`src/rtl/det_4x4_seq.sv`:
```
// Purpose: sequential 4x4 signed determinant via 2x2 minor pairs (Laplace on rows 0-1 / 2-3).
// Latency: start accepted at edge 0 -> done pulse and new results after edge 31.
// Backpressure: none; start is ignored (not queued) while busy, results held until next done.
module det_4x4_seq #(
   parameter int W   = 8,
   parameter int OW  = 8,
   parameter int SAT = 0
) (
   input  logic                  clk,
   input  logic                  rst,
   input  logic                  start,
   input  logic [16*W-1:0]       A,
   output logic                  busy,
   output logic                  done,
   output logic signed [OW-1:0]  det,
   output logic signed [4*W+2:0] det_full,
   output logic                  overflow_flag
);
   localparam int FW = 4*W+3;
   localparam int MW = 2*W+1;
   localparam logic signed [FW-1:0] MAXV = {{(FW-OW+1){1'b0}}, {(OW-1){1'b1}}};
   localparam logic signed [FW-1:0] MINV = {{(FW-OW+1){1'b1}}, {(OW-1){1'b0}}};

   typedef enum logic [1:0] {IDLE, MINOR, ACC, OUT} state_t;

   state_t                state, state_nxt;
   logic [16*W-1:0]       a_reg;
   logic [4:0]            cnt;
   logic signed [2*W-1:0] tmp;
   logic signed [MW-1:0]  mn [0:11];
   logic signed [FW-1:0]  acc;

   logic signed [W-1:0]   el [0:15];
   logic [15:0]           idx_q;
   logic [3:0]            ix, iy;
   logic signed [2*W-1:0] prod;
   logic signed [MW-1:0]  s_sel, c_sel;
   logic signed [FW-1:0]  term;
   logic                  neg;
   logic                  ovf_c;
   logic signed [OW-1:0]  det_c;

   // Operand element indices {x0,y0,x1,y1} for minor m = x0*y0 - x1*y1 (a=0 .. p=15).
   // Minors 0-5 come from rows 0-1, minors 6-11 from rows 2-3.
   function automatic logic [15:0] minor_idx(input logic [3:0] m);
      case (m)
         4'd0:    minor_idx = {4'd0,  4'd5,  4'd1,  4'd4};
         4'd1:    minor_idx = {4'd0,  4'd6,  4'd2,  4'd4};
         4'd2:    minor_idx = {4'd0,  4'd7,  4'd3,  4'd4};
         4'd3:    minor_idx = {4'd1,  4'd6,  4'd2,  4'd5};
         4'd4:    minor_idx = {4'd1,  4'd7,  4'd3,  4'd5};
         4'd5:    minor_idx = {4'd2,  4'd7,  4'd3,  4'd6};
         4'd6:    minor_idx = {4'd8,  4'd13, 4'd9,  4'd12};
         4'd7:    minor_idx = {4'd8,  4'd14, 4'd10, 4'd12};
         4'd8:    minor_idx = {4'd8,  4'd15, 4'd11, 4'd12};
         4'd9:    minor_idx = {4'd9,  4'd14, 4'd10, 4'd13};
         4'd10:   minor_idx = {4'd9,  4'd15, 4'd11, 4'd13};
         4'd11:   minor_idx = {4'd10, 4'd15, 4'd11, 4'd14};
         default: minor_idx = 16'd0;
      endcase
   endfunction

   // Unpack the captured matrix into row-major elements.
   always_comb begin
      for (int i = 0; i < 16; i++) el[i] = $signed(a_reg[(15-i)*W +: W]);
   end

   // Even cycles multiply the first term of a minor, odd cycles the second.
   assign idx_q = minor_idx(cnt[4:1]);
   assign ix    = cnt[0] ? idx_q[7:4] : idx_q[15:12];
   assign iy    = cnt[0] ? idx_q[3:0] : idx_q[11:8];
   assign prod  = (2*W)'(el[ix]) * (2*W)'(el[iy]);

   // Accumulation pairs top minor k with bottom minor 5-k; terms 1 and 4 are subtracted.
   assign s_sel = mn[cnt[3:0]];
   assign c_sel = mn[4'd11 - cnt[3:0]];
   assign term  = FW'(s_sel) * FW'(c_sel);
   assign neg   = (cnt == 5'd1) || (cnt == 5'd4);

   // Range check and optional clamp of the exact result.
   always_comb begin
      ovf_c = (acc > MAXV) || (acc < MINV);
      det_c = acc[OW-1:0];
      if ((SAT != 0) && ovf_c)
         det_c = acc[FW-1] ? {1'b1, {(OW-1){1'b0}}} : {1'b0, {(OW-1){1'b1}}};
   end

   assign busy = (state != IDLE);

   // State register.
   always_ff @(posedge clk or posedge rst) begin
      if (rst) state <= IDLE;
      else     state <= state_nxt;
   end

   // Next-state: 24 minor cycles, 6 accumulate cycles, one output cycle.
   always_comb begin
      state_nxt = state;
      case (state)
         IDLE:    if (start) state_nxt = MINOR;
         MINOR:   if (cnt == 5'd23) state_nxt = ACC;
         ACC:     if (cnt == 5'd5) state_nxt = OUT;
         OUT:     state_nxt = IDLE;
         default: state_nxt = IDLE;
      endcase
   end

   // Datapath: capture, minor formation, accumulation and result registers.
   always_ff @(posedge clk or posedge rst) begin
      if (rst) begin
         a_reg         <= '0;
         cnt           <= '0;
         tmp           <= '0;
         acc           <= '0;
         done          <= 1'b0;
         det           <= '0;
         det_full      <= '0;
         overflow_flag <= 1'b0;
         for (int i = 0; i < 12; i++) mn[i] <= '0;
      end else begin
         done <= 1'b0;
         case (state)
            IDLE: begin
               if (start) begin
                  a_reg <= A;
                  cnt   <= '0;
                  acc   <= '0;
               end
            end
            MINOR: begin
               if (!cnt[0]) tmp <= prod;
               else         mn[cnt[4:1]] <= MW'(tmp) - MW'(prod);
               cnt <= (cnt == 5'd23) ? 5'd0 : cnt + 5'd1;
            end
            ACC: begin
               acc <= neg ? acc - term : acc + term;
               cnt <= (cnt == 5'd5) ? 5'd0 : cnt + 5'd1;
            end
            OUT: begin
               det_full      <= acc;
               det           <= det_c;
               overflow_flag <= ovf_c;
               done          <= 1'b1;
            end
            default: ;
         endcase
      end
   end
endmodule

```
`config.mk`:
```
export PLATFORM = sky130hd
export DESIGN_NAME = det_4x4_seq
export DESIGN_NICKNAME = d
export VERILOG_FILES = /design/src/rtl/det_4x4_seq.sv
export SDC_FILE = /design/constraint.sdc
export NUM_CORES = 2
export LEC_CHECK = 0
export CORE_UTILIZATION = 30
export DETAILED_ROUTE_END_ITERATION = 10
export PLACE_DENSITY_LB_ADDON = 0.05
export SLEW_MARGIN = 5
export SYNTH_ARGS = -nofsm -noshare
export SYNTH_HDL_FRONTEND = slang
export SYNTH_SLANG_ARGS = --single-unit
```
`constraint.sdc`:
```
create_clock -name clk -period 19.25 [get_ports clk]
set_clock_uncertainty 0.15 [all_clocks]
set_input_delay 5.775 -clock clk [delete_from_list [all_inputs] [get_ports clk]]
set_output_delay 5.775 -clock clk [all_outputs]
set_load 0.02 [all_outputs]
```
==> results.yml <==
grt:
  grtUsageTotal_pct: 19.0
  grt_max_degree: 82
  gr-usage-met1_pct: 24.5
  grt_first_pass_wirelength_um: 181000
  antenna_found_initial: 9
  grt_busiest_layer: "met2"
  met3_usage_pct: 1.92
  use_met2_pct: 33.7
  gr-total-overflow: 0
  grt_pass1_vias: 28938
critical_path:
  critPathLaunchType: "register"
  end_kind: "register"
  cp_max_fo: 51
  crit_family: "adder cells"
  arrival_ns: 13.31
  crit_buf_inv: 6
  cpMaxStageDelayCell: "buf_4"
  cp_data_required_time_ns: 19.64
  cpPeakStageDelay_ns: 0.82
  crit_type: "reg2reg"
outcome:
  status: "finished clean"
timing:
  max_slew_margin_pct: 21.5
  min_period_ns: 12.92
  slew_viol_final: 0
  min_period_over_period_pct: 67.1
  setup_viol: 0
  finalHoldViolCount: 0
  worstMarginPinSlew_ns: 1.17
  setup_slack_ns: 6.33
  fmax_mhz: 77.4
  rsz0062_at_grt: "false"
  fin_setup_tns_ns: 0
routing:
  post_drt_wl_per_cell_um: 20.9
  via_count: 26781
  postRouteWirelength_um: 115000
  avgViaCountPerCell: 4.86
  drtIter0Drc: 1426
  remaining_drc_errors: 0
  dr.pass1.iters: 6
  antenna_left: 0
floorplanning:
  num_io_pins: 177
  num_rows: 128
  coreArea_mm2: 0.122
  die_x_um: 352
  die_y_um: 352
  die_area_mm2: 0.124
  start_util_pct: 30.2
clocking:
  cts_buffers: 56
  postCtsSetupRepairBufs: 0
  cts_root_buf: "clkbuf_16"
  clkTransAtPathRegs_ns: 0.06
  htreeDepth: 2
  hold_buffers: 0
  cts_resized: 0
  clk_latency_ns: 0.68
  cts_tree: "done"
  cts_buffer_depth: 3
  cts_sinks: 427
logic_synthesis:
  ys.flop_type: "dfrtp_1"
  netlist.top_cell.by_area: "dfrtp_1"
  synth_edf_count: 0
  ys_ff_latch: 427
  synthArstFlopShare_pct: 100
  yosysWarningCount: 0
  synth_fp_nets: 4396
  netlist_top_cells_area: "dfrtp_1 29%, fa_1 19%, mux2_2 6.5%"
  yosysTopAreaCellShare_pct: 29.1
  syn_area_per_cell_um2: 9.86
  synth_cell_type_count: 83
  syn_area_mm2: 0.0368
  syn_inst: 3729
  ys_seq_area_share_pct: 29.1
finish:
  drive_gt1_share_pct: 13.2
  fillers: 12591
  largest_reg_flops: 204
  area_growth_pct: 15.0
  fin_nets: 4503
placed_design:
  io_buffers: 176
  place.gp.congestion: 0.779
  post-place-ws_ns: 6.12
  place.detailed.hpwl_um: 84400
min_path:
  hold_class: "reg2reg"
run:
  drv_cap: 0
## per-layer routing
layer  vias up  wire (µm)
met5         -         12
met4         2       2410
met3       125       3290
met2       363      58700
met1     13671      50600
li1      12620          -
## cells in the mapped netlist, drive strengths merged, types with 11 or more instances
cell,instances
a211oi,34
a21o,37
a21oi,113
a31oi,37
and2,28
and3,12
buf,28
clkbuf,166
dfrtp,427
fa,354
ha,182
inv,454
mux2,212
mux2i,72
mux4,93
nand2,513
nand2b,31
nand3,54
nand4,14
nor2,266
nor2b,23
nor3,24
o21ai,290
or2,11
xnor2,73
xor2,45
## layout make-up
cell class	instances	area (µm²)	share of cell area, %
diodes	8	20.0	0.0473
clock buffers	77	1570	3.71
clock inverters	19	220	0.521
inverters	454	1710	4.05
multi-input cells	2654	23800	56.2
flip-flops and latches	427	10700	25.3
well taps	1625	2030	4.81
repair buffers	243	2260	5.36
## path summary, 6_finish.rpt
kind | startpoint | cells past startpoint | slack, ns | end
min in group asynchronous | rst | 2 | 5.44 | mn[31]$_DFFE_PP0P_
max | cnt[0]$_DFFE_PP0P_ | 39 | 6.33 | acc[34]$_DFFE_PP0P_
max in group asynchronous | rst | 4 | 11.44 | a_reg[86]$_DFFE_PP0P_
max reg2reg | cnt[0]$_DFFE_PP0P_ | 39 | 6.33 | acc[34]$_DFFE_PP0P_
min | tmp[14]$_DFFE_PP0P_ | 2 | 0.34 | tmp[14]$_DFFE_PP0P_
min reg2reg | tmp[14]$_DFFE_PP0P_ | 2 | 0.34 | tmp[14]$_DFFE_PP0P_
## kinds of logic after synthesis
group                      count (synthesis)  synth area share (%)
buffers and inverters                    648                  6.71
AOI/OAI and AO/OA                        615                  10.1
adders and majority gates                536                  25.5
xor gates and xnor gates                 118                  2.81
and+or+nand+nor                         1008                  11.7
DFF                                      427                  29.1
muxes                                    377                  14.1
## cells in the final DEF, fill, tap and decap left out, drive strengths merged, types with 11 or more instances in the layout
master / Yosys / routed
a211oi: 34 / 34
a21o: 37 / 37
a21oi: 113 / 113
a31oi: 37 / 37
and2: 28 / 28
and3: 12 / 12
buf: 28 / 67
clkbuf: 166 / 77
clkdlybuf4s50: 0 / 176
clkinv: 0 / 16
dfrtp: 427 / 427
fa: 354 / 354
ha: 182 / 182
inv: 454 / 454
mux2: 212 / 212
mux2i: 72 / 72
mux4: 93 / 93
nand2: 513 / 513
nand2b: 31 / 31
nand3: 54 / 54
nand4: 14 / 14
nor2: 266 / 266
nor2b: 23 / 23
nor3: 24 / 24
o21ai: 290 / 290
or2: 11 / 11
xnor2: 73 / 73
xor2: 45 / 45
## through the flow
stage	cells	hold slack [ns]	utilization [%]	instance area [µm²]
finish	5507	0.338	34.7	42300
global route	5506	0.363	34.7	42300
CTS	5499	0.346	34.7	42300
detailed placement	5403	0.333	33.2	40500
global placement	5403	0.321	33.2	40500
floorplan	3729	0.306	-	36800
## tightest hold or removal path, cell delays in order, from the launching register on
cell and delay, ns:
dfrtp_1 0.34, nand2_1 0.05, o21ai_0 0.06
Power is left out: the tool's default activity adds up to more than one toggle a clock period on the data nets, which glitch-free logic cannot reach.
